**config.mk**
```make
export PLATFORM = sky130hd
export DESIGN_NAME = if_prefetch_buffer
export DESIGN_NICKNAME = d
export VERILOG_FILES = /design/src/rtl/if_prefetch_buffer.sv
export SDC_FILE = /design/constraint.sdc
export NUM_CORES = 1
export LEC_CHECK = 0
export CAP_MARGIN = 20
export CORE_MARGIN = 3
export CORE_UTILIZATION = 40
export DETAILED_ROUTE_END_ITERATION = 6
export DONT_BUFFER_PORTS = 1
export HOLD_SLACK_MARGIN = 0.06
export PLACE_DENSITY_LB_ADDON = 0.1
export SETUP_SLACK_MARGIN = 0.3
export SLEW_MARGIN = 0
export SYNTH_ARGS = -nofsm -noshare
export SYNTH_HDL_FRONTEND = slang
export SYNTH_SLANG_ARGS = --single-unit
```
**constraint.sdc**
```tcl
create_clock -name clk -period 4.5 [get_ports clk]
set_clock_uncertainty 0.15 [all_clocks]
set_input_delay 0.45 -clock clk [delete_from_list [all_inputs] [get_ports clk]]
set_output_delay 0.45 -clock clk [all_outputs]
set_load 0.01 [all_outputs]
```
**src/rtl/if_prefetch_buffer.sv**
```systemverilog
// Instruction prefetch buffer: issues sequential word fetches ahead of the core,
// keeps returned instructions tagged with their PC in a small FIFO, and handles
// redirects by flushing the FIFO and discarding responses that are still in flight.
module if_prefetch_buffer #(
    parameter int                    DATA_WIDTH = 32,
    parameter int                    DEPTH      = 4,
    parameter logic [DATA_WIDTH-1:0] RESET_PC   = '0
) (
    input  logic                  clk,
    input  logic                  reset,
    output logic                  mem_req_valid,
    input  logic                  mem_req_ready,
    output logic [DATA_WIDTH-1:0] mem_addr,
    input  logic                  mem_rsp_valid,
    input  logic [DATA_WIDTH-1:0] mem_rsp_data,
    output logic                  instr_valid,
    input  logic                  instr_ready,
    output logic [DATA_WIDTH-1:0] instr_data,
    output logic [DATA_WIDTH-1:0] instr_pc,
    input  logic                  redirect_valid,
    input  logic [DATA_WIDTH-1:0] redirect_pc
);

    localparam int PW = $clog2(DEPTH);      // FIFO pointer width
    localparam int CW = $clog2(DEPTH + 1);  // counters that reach DEPTH
    localparam int OW = CW + 1;             // sum of two such counters

    logic [DATA_WIDTH-1:0] fetch_pc;
    logic [DATA_WIDTH-1:0] rsp_pc;
    logic [DATA_WIDTH-1:0] pc_mem   [DEPTH];
    logic [DATA_WIDTH-1:0] data_mem [DEPTH];
    logic [PW-1:0]         rd_ptr;
    logic [PW-1:0]         wr_ptr;
    logic [CW-1:0]         count;
    logic [CW-1:0]         in_flight;
    logic [CW-1:0]         discard;

    logic [OW-1:0]         occupancy;
    logic                  issue;
    logic                  rsp_take;
    logic                  rsp_drop;
    logic                  push;
    logic                  pop;
    logic [CW-1:0]         in_flight_after_rsp;
    logic [DATA_WIDTH-1:0] redirect_base;

    // Credit: buffered plus outstanding may never exceed the FIFO size, so every
    // response always has a slot waiting for it.
    assign occupancy     = OW'(count) + OW'(in_flight);
    assign mem_req_valid = !redirect_valid && (occupancy < OW'(DEPTH));
    assign mem_addr      = fetch_pc;
    assign issue         = mem_req_valid && mem_req_ready;

    // A response with nothing outstanding is a protocol error and is ignored.
    assign rsp_take = mem_rsp_valid && (in_flight != '0);
    assign rsp_drop = rsp_take && (discard != '0);
    assign push     = rsp_take && (discard == '0) && !redirect_valid;

    assign instr_valid = (count != '0);
    assign pop         = instr_valid && instr_ready && !redirect_valid;

    // Outputs are forced to zero while empty so nothing flushed can leak out.
    assign instr_data = instr_valid ? data_mem[rd_ptr] : '0;
    assign instr_pc   = instr_valid ? pc_mem[rd_ptr]   : '0;

    assign in_flight_after_rsp = in_flight - CW'(rsp_take);
    assign redirect_base       = {redirect_pc[DATA_WIDTH-1:2], 2'b00};

    // Control state: fetch/response PCs, FIFO pointers, credit and discard counters.
    // NOTE: state registers use non-blocking assignments so every register samples
    // the pre-edge values of the others, independent of statement order.
    always_ff @(posedge clk or posedge reset) begin
        if (reset) begin
            fetch_pc  <= RESET_PC;
            rsp_pc    <= RESET_PC;
            rd_ptr    <= '0;
            wr_ptr    <= '0;
            count     <= '0;
            in_flight <= '0;
            discard   <= '0;
        end else if (redirect_valid) begin
            // Flush, restart both PCs, and mark every outstanding request stale.
            fetch_pc  <= redirect_base;
            rsp_pc    <= redirect_base;
            rd_ptr    <= '0;
            wr_ptr    <= '0;
            count     <= '0;
            in_flight <= in_flight_after_rsp;
            discard   <= in_flight_after_rsp;
        end else begin
            if (issue) begin
                fetch_pc <= fetch_pc + DATA_WIDTH'(4);
            end
            in_flight <= in_flight_after_rsp + CW'(issue);
            if (rsp_drop) begin
                discard <= discard - CW'(1);
            end
            if (push) begin
                wr_ptr <= wr_ptr + PW'(1);
                rsp_pc <= rsp_pc + DATA_WIDTH'(4);
            end
            if (pop) begin
                rd_ptr <= rd_ptr + PW'(1);
            end
            count <= count + CW'(push) - CW'(pop);
        end
    end

    // FIFO storage write port.
    // NOTE: the storage array has no reset; instr_valid gates the read path, so
    // stale contents are never observable and the array stays plain RAM.
    always_ff @(posedge clk) begin
        if (push) begin
            pc_mem[wr_ptr]   <= rsp_pc;
            data_mem[wr_ptr] <= mem_rsp_data;
        end
    end

endmodule

```
==> flow_metrics.tcl, run 1 <==
set metrics [dict create \
    seq_area_frac_synth_pct 68.3 \
    p_per_area_mw_per_mm2 509 \
    min_path_type "primary input to flop" \
    dieArea_mm2 0.0362 \
    slew_violations 0 \
    cts_tree "yes" \
    grt_setup_unrepaired "no" \
    outcome "completed" \
    final_common_cell "edfxtp_1" \
    synth_simple_gate_area_share_pct 9.91 \
    grt_max_degree 66 \
    synth_edf_count 248 \
    cts_setup_buffers 0 \
    max_slew.worst_pin.slew_ns 0.973 \
    startpoint_type "flop" \
    yosysWarnings 0 \
    critical_path.max_stage_delay_ns 0.98 \
    final_layout_size_suffix_gt1_share_pct 16.3 \
    gp_congestion 0.882 \
    drt_wl_total_um 29300 \
    synth_xor_area_share_pct 2.71 \
    synth_compound_gate_area_share_pct 4.13 \
    finalCritPeriodShare_pct 68.9 \
    synthCells 848 \
    routedWlPerCell_um 21.0 \
    end_kind "output port" \
    synthArstFlopShare_pct 22.7 \
    peakVddDrop_uv 330 \
    htree_levels 2 \
    portBuffers 0 \
    crit_start "rd_ptr[1]" \
    dp.cells 1267 \
    fmax_mhz 322 \
    ys_ff_latch 321 \
    cellLeakagePower_nw 5.38 \
    core_area_mm2 0.0330 \
    overflow 0 \
    finalPower_mw 8.09 \
    synth_adder_area_share_pct 1.62 \
    layout_common_cells "248 x edfxtp_1, 71 x dfrtp_1, 66 x and2_1, 63 x dlygate4sd3_1, 62 x mux4_2" \
    clk_latency_ns 0.51 \
    start_util_pct 41.1 \
    synth_top_family_by_area "multiplexers" \
    drt_iter0_markers 379 \
    critPathKind "flop to output port" \
    first_pass_iters 4 \
    syn2layout_area_growth_pct 17.0 \
    numCtsBuffers 36 \
    critPathRequiredTime_ns 3.90 \
    critical_path_buf_inv_count 1 \
    hold_start "redirect_pc[15]" \
    synth.avg_cell_area_um2 16.0 \
    synthFlopType "edfxtp_1" \
    worstReg2RegStart "discard[0]" \
    hold_violations 0 \
    r2r_slack_ns 1.40 \
    rows 66 \
    drtAntennaViolNets 0 \
    min_period_ns 3.10 \
    cts_root_buf "clkbuf_16" \
    drcViolationCount 0 \
    crit_slowest_cell "dfrtp_2" \
    stdcell_count 1395 \
    clock_path_buffers 3 \
    synth_mux_area_share_pct 11.3 \
    path_max_fanout 33 \
    slew_headroom_pct 35.1 \
    antenna_found_initial 1 \
    grt_pass1_wl_um 45700 \
    cp.arrival_ns 2.50 \
    die_w_um 190 \
    path_cells "buf_4, mux4_2, and2_1" \
    post_cts_resized 0 \
    cap_violations 0 \
    synth.distinct_cells 49 \
    dpl.hpwl_um 18400 \
    nets 1014 \
    grt_pass1_vias 7948 \
    cts_sinks 321 \
    cp_top_family "flip-flops" \
    num_vias 7523 \
    dieHeight_um 190 \
    grt_use_total_pct 16.3 \
    setup_violations 0 \
    final.setup.tns_ns 0 \
    vias_per_cell 5.39 \
    syn_area_mm2 0.0136 \
    ioPinCount 168 \
    clk_pin_slew_ns 0.06 \
]
==> Yosys cell counts (11+ instances only) <==
cell type / n / area share, %
nor3_1: 15 / 0.55
xor2_1: 19 / 1.2
nand2_1: 54 / 1.5
o211ai_1: 18 / 0.99
ha_1: 16 / 1.5
inv_1: 24 / 0.66
nand3_1: 25 / 0.92
o21ai_0: 35 / 1.3
nand4_1: 17 / 0.78
clkbuf_1: 24 / 0.66
dfrtp_1: 73 / 13
nor2_1: 22 / 0.61
o311ai_0: 11 / 0.71
and2_1: 70 / 3.2
mux4_2: 62 / 10
xnor2_1: 23 / 1.5
edfxtp_1: 248 / 55
==> cell families after synthesis <==
family / after synthesis
AO/OA/AOI/OAI: 87
XOR/XNOR: 42
adder cells (fa/ha/maj): 17
buffers and inverters: 66
flip-flops: 321
multiplexers: 75
other: 1
AND/OR/NAND/NOR: 239
==> area by class of cell <==
cell class,count,area (µm²)
timing repair buffer,78,826
clock buffer,43,958
antenna,1,2.50
inverter,26,97.6
sequential,321,9280
multi-input combinational,464,4060
tap,442,553
clock inverter,20,125
fill,2862,17100
==> report_power, final <==
| group | internal, mW | leakage, nW | total, mW | switching [mW] |
|---|---|---|---|---|
| registers | 3.40 | 3.12 | 3.64 | 0.243 |
| logic | 0.752 | 1.74 | 1.79 | 1.04 |
| clock network | 1.57 | 0.525 | 2.67 | 1.10 |
==> routing by layer <==
metal / vias up / share of wire (%) / track usage (%)
met5: - / 0 / 0
met4: 0 / 1.8 / 4.04
li1: 3409 / - / -
met2: 253 / 48 / 27.0
met1: 3822 / 43 / 22.1
met3: 39 / 6.4 / 3.38
==> what timing repair did <==
action,4_1_cts,5_1_grt
hold endpoints to repair,225,0
hold buffers,64,0
endpoints found under the setup margin,0,0
==> per-stage QoR <==
step	hold slack (ns)	setup slack, ns	util [%]	instance area [µm²]
final	0.106	1.40	48.1	15900
after floorplan	0.344	1.23	-	13600
after detailed placement	0.296	1.36	42.8	14200
after global placement	0.281	1.50	42.8	14200
after CTS	0.101	1.33	48.1	15900
after global routing	0.114	1.14	48.1	15900
==> registers in the layout, summed over array words and instances (netlist names) <==
name       count
data_mem     128
pc_mem       120
mem_addr      30
rsp_pc        30
count          3
discard        3
in_flight      3
rd_ptr         2
wr_ptr         2
==> path summary, 6_finish.rpt <==
kind,end,cells past startpoint
worst max-delay path,instr_data[10],3
worst min-delay path,rsp_pc[15],2
worst max register to register,data_mem[0][11],7
worst min register to register,discard[1],2
max in group asynchronous,mem_addr[20],3
min in group asynchronous,in_flight[2],2
Power figures use the tool's default switching activity.
==> run 2, diff against run 1 <==
- clock period: 4.5 -> 2.9 ns (I/O delays scaled with it)
==> flow_metrics.tcl, run 2 (synthesized netlist as in run 1, its figures left out) <==
set metrics [dict create \
    outcome "finished, violations left" \
    violations "negative hold slack" \
    grt_max_degree 65 \
    start_util_pct 41.1 \
    drtAntennaViolNets 0 \
    numCtsBuffers 36 \
    ioPinCount 168 \
    top_register "data_mem" \
    crit_slowest_cell "dlygate4sd3_1" \
    drcViolationCount 0 \
    nFillCells 2796 \
    final_layout_size_suffix_gt1_share_pct 16.9 \
    p_sw_mw 3.75 \
    antenna_cells 0 \
    final_common_cell "edfxtp_1" \
    hold_slack_ns -0.277 \
    grt_pass1_vias 8311 \
    finalCritPeriodShare_pct 88.4 \
    whs_path_depth 1 \
    path_cells "ha_1, nand3b_1, nor3_1, xnor2_1, o21ai_0, dlygate4sd3_1" \
    clkPwrFrac_pct 33.5 \
    drt_wl_total_um 30400 \
    end_kind "flop" \
    first_pass_iters 5 \
    nets 1053 \
    htree_levels 2 \
    max_slew.worst_pin.slew_ns 0.897 \
    swShare_pct 28.9 \
    dp.cells 1272 \
    grt_use_total_pct 16.8 \
    die_w_um 190 \
    p_int_mw 9.25 \
    p_per_area_mw_per_mm2 792 \
    cts_sinks 321 \
    critPathKind "flop to flop" \
    cts_root_buf "clkbuf_16" \
    cp.arrival_ns 2.79 \
    drt_iter0_markers 556 \
    cap_violations 0 \
    critical_path.max_stage_delay_ns 0.56 \
    min_period_ns 2.56 \
    gr-usage-met3_pct 3.95 \
    hold_start "redirect_valid" \
    clk_latency_ns 0.50 \
    min_path_type "primary input to flop" \
    stdcell_count 1428 \
    grtUsageMet1_pct 22.1 \
    core_area_mm2 0.0330 \
    grt_pass1_wl_um 47400 \
    syn2layout_area_growth_pct 20.8 \
    num_vias 7761 \
    clk_pin_slew_ns 0.06 \
    fmax_mhz 390 \
    cts_tree "yes" \
    path_max_fanout 9 \
    reg2reg_depth 6 \
    finalPower_mw 13.0 \
    combPwrFrac_pct 23.1 \
    routedWlPerCell_um 21.3 \
    p_seq_share_pct 43.4 \
    overflow 0 \
    antenna_found_initial 0 \
    cellLeakagePower_nw 5.57 \
    dieArea_mm2 0.0362 \
    setup_violations 0 \
    slew_violations 0 \
    vias_per_cell 5.43 \
    peakVddDrop_uv 376 \
    portBuffers 0 \
    worstReg2RegStart "rsp_pc[2]" \
    grt_setup_unrepaired "yes" \
    clock_path_buffers 3 \
    slew_headroom_pct 40.1 \
    grt.busiest_layer "met2" \
    reg2reg_to "rsp_pc[6]" \
    r2r_slack_ns 0.34 \
    multi_input_area_mm2 0.00408 \
    grt_use_met2_pct 28.2 \
    critPathRequiredTime_ns 3.13 \
    dpl.hpwl_um 18500 \
    seq_area_mm2 0.00928 \
    rows 66 \
    hold-path-endpoint "count[0]" \
    dieHeight_um 190 \
    startpoint_type "flop" \
    layout_common_cells "248 x edfxtp_1, 95 x dlygate4sd3_1, 71 x dfrtp_1, 66 x and2_1, 62 x mux4_2" \
    final.setup.tns_ns 0 \
    hold_violations 24 \
    gp_congestion 0.854 \
    cts_hold_buf 95 \
    top_regs "data_mem: 128 flops, pc_mem: 120 flops" \
    largest_register_ff_count 128 \
]
[run 2: cell types whose count changed in the layout (fill, tap and decap cells not counted), moves of 2 or more]
cell           change
clkinv_1           -5
buf_12             +3
dlygate4sd3_1     +32
nor2_1             -2
bufinv_16          +3
buf_6              +2
clkinvlp_4         -2
[run 2: layout make-up]
type	count	area share, %
clock inverter	15	1.05
sequential	321	56.5
inverter	26	0.595
timing repair buffer	117	7.81
clock buffer	43	5.78
tap	442	3.37
multi-input combinational	464	24.9
[run 2: critical path: cells and delay by family, from the launching register on]
family | cells | cell delay (ns)
xor gates and xnor gates | 1 | 0.18
buffers and inverters | 1 | 0.56
AOI/OAI and AO/OA | 1 | 0.08
and+or+nand+nor | 2 | 0.60
DFF | 1 | 0.55
adders and majority gates | 1 | 0.32
[run 2: stage by stage]
step	hold slack (ns)	area [µm²]	utilization (%)	worst slack [ns]
3_3_place_gp	0.216	14200	43.1	0.310
5_1_grt	-0.315	16400	49.7	0.225
3_5_place_dp	0.215	14300	43.2	0.228
4_1_cts	-0.316	16300	49.5	0.274
6_report	-0.277	16400	49.7	0.337
2_1_floorplan	0.239	13600	-	0.304
[run 2: worst max path at each step]
stage          cells past startpoint       start        endpoint  slack (ns)
6_report                           6   rsp_pc[2]       rsp_pc[6]        0.34
5_1_grt                           13  discard[0]        count[2]        0.22
4_1_cts                           13  discard[0]        count[2]        0.27
3_5_place_dp                      13  discard[0]        count[2]        0.23
3_3_place_gp                      13  discard[0]        count[2]        0.31
2_1_floorplan                      6  discard[0]  data_mem[0][0]        0.30
[run 2: power by group through the flow]
stage	combinational (mW)	clock (mW)	sequential [mW]
finish	3.01	4.35	5.64
CTS	3.05	4.48	5.63
detailed placement	2.87	0	5.71
global route	3.32	4.68	5.69
global placement	2.81	0	5.68
floorplan	2.21	0	5.58
[run 2: routing by layer]
layer  wire length (µm)  vias to the layer above  part of all wire [%]
met3               2070                       51                   6.8
li1                   -                     3483                     -
met5                  0                        -                     0
met2              14700                      298                    48
met4                533                        0                   1.8
met1              13100                     3929                    43
[run 2: repair_timing]
item                                    in CTS  in global routing
setup buffers                                0                  2
gates cloned                                 0                  1
hold endpoints to repair                   235                 25
endpoints found under the setup margin      25                 30
resized for setup                            4                  7
pin swaps                                    0                  2
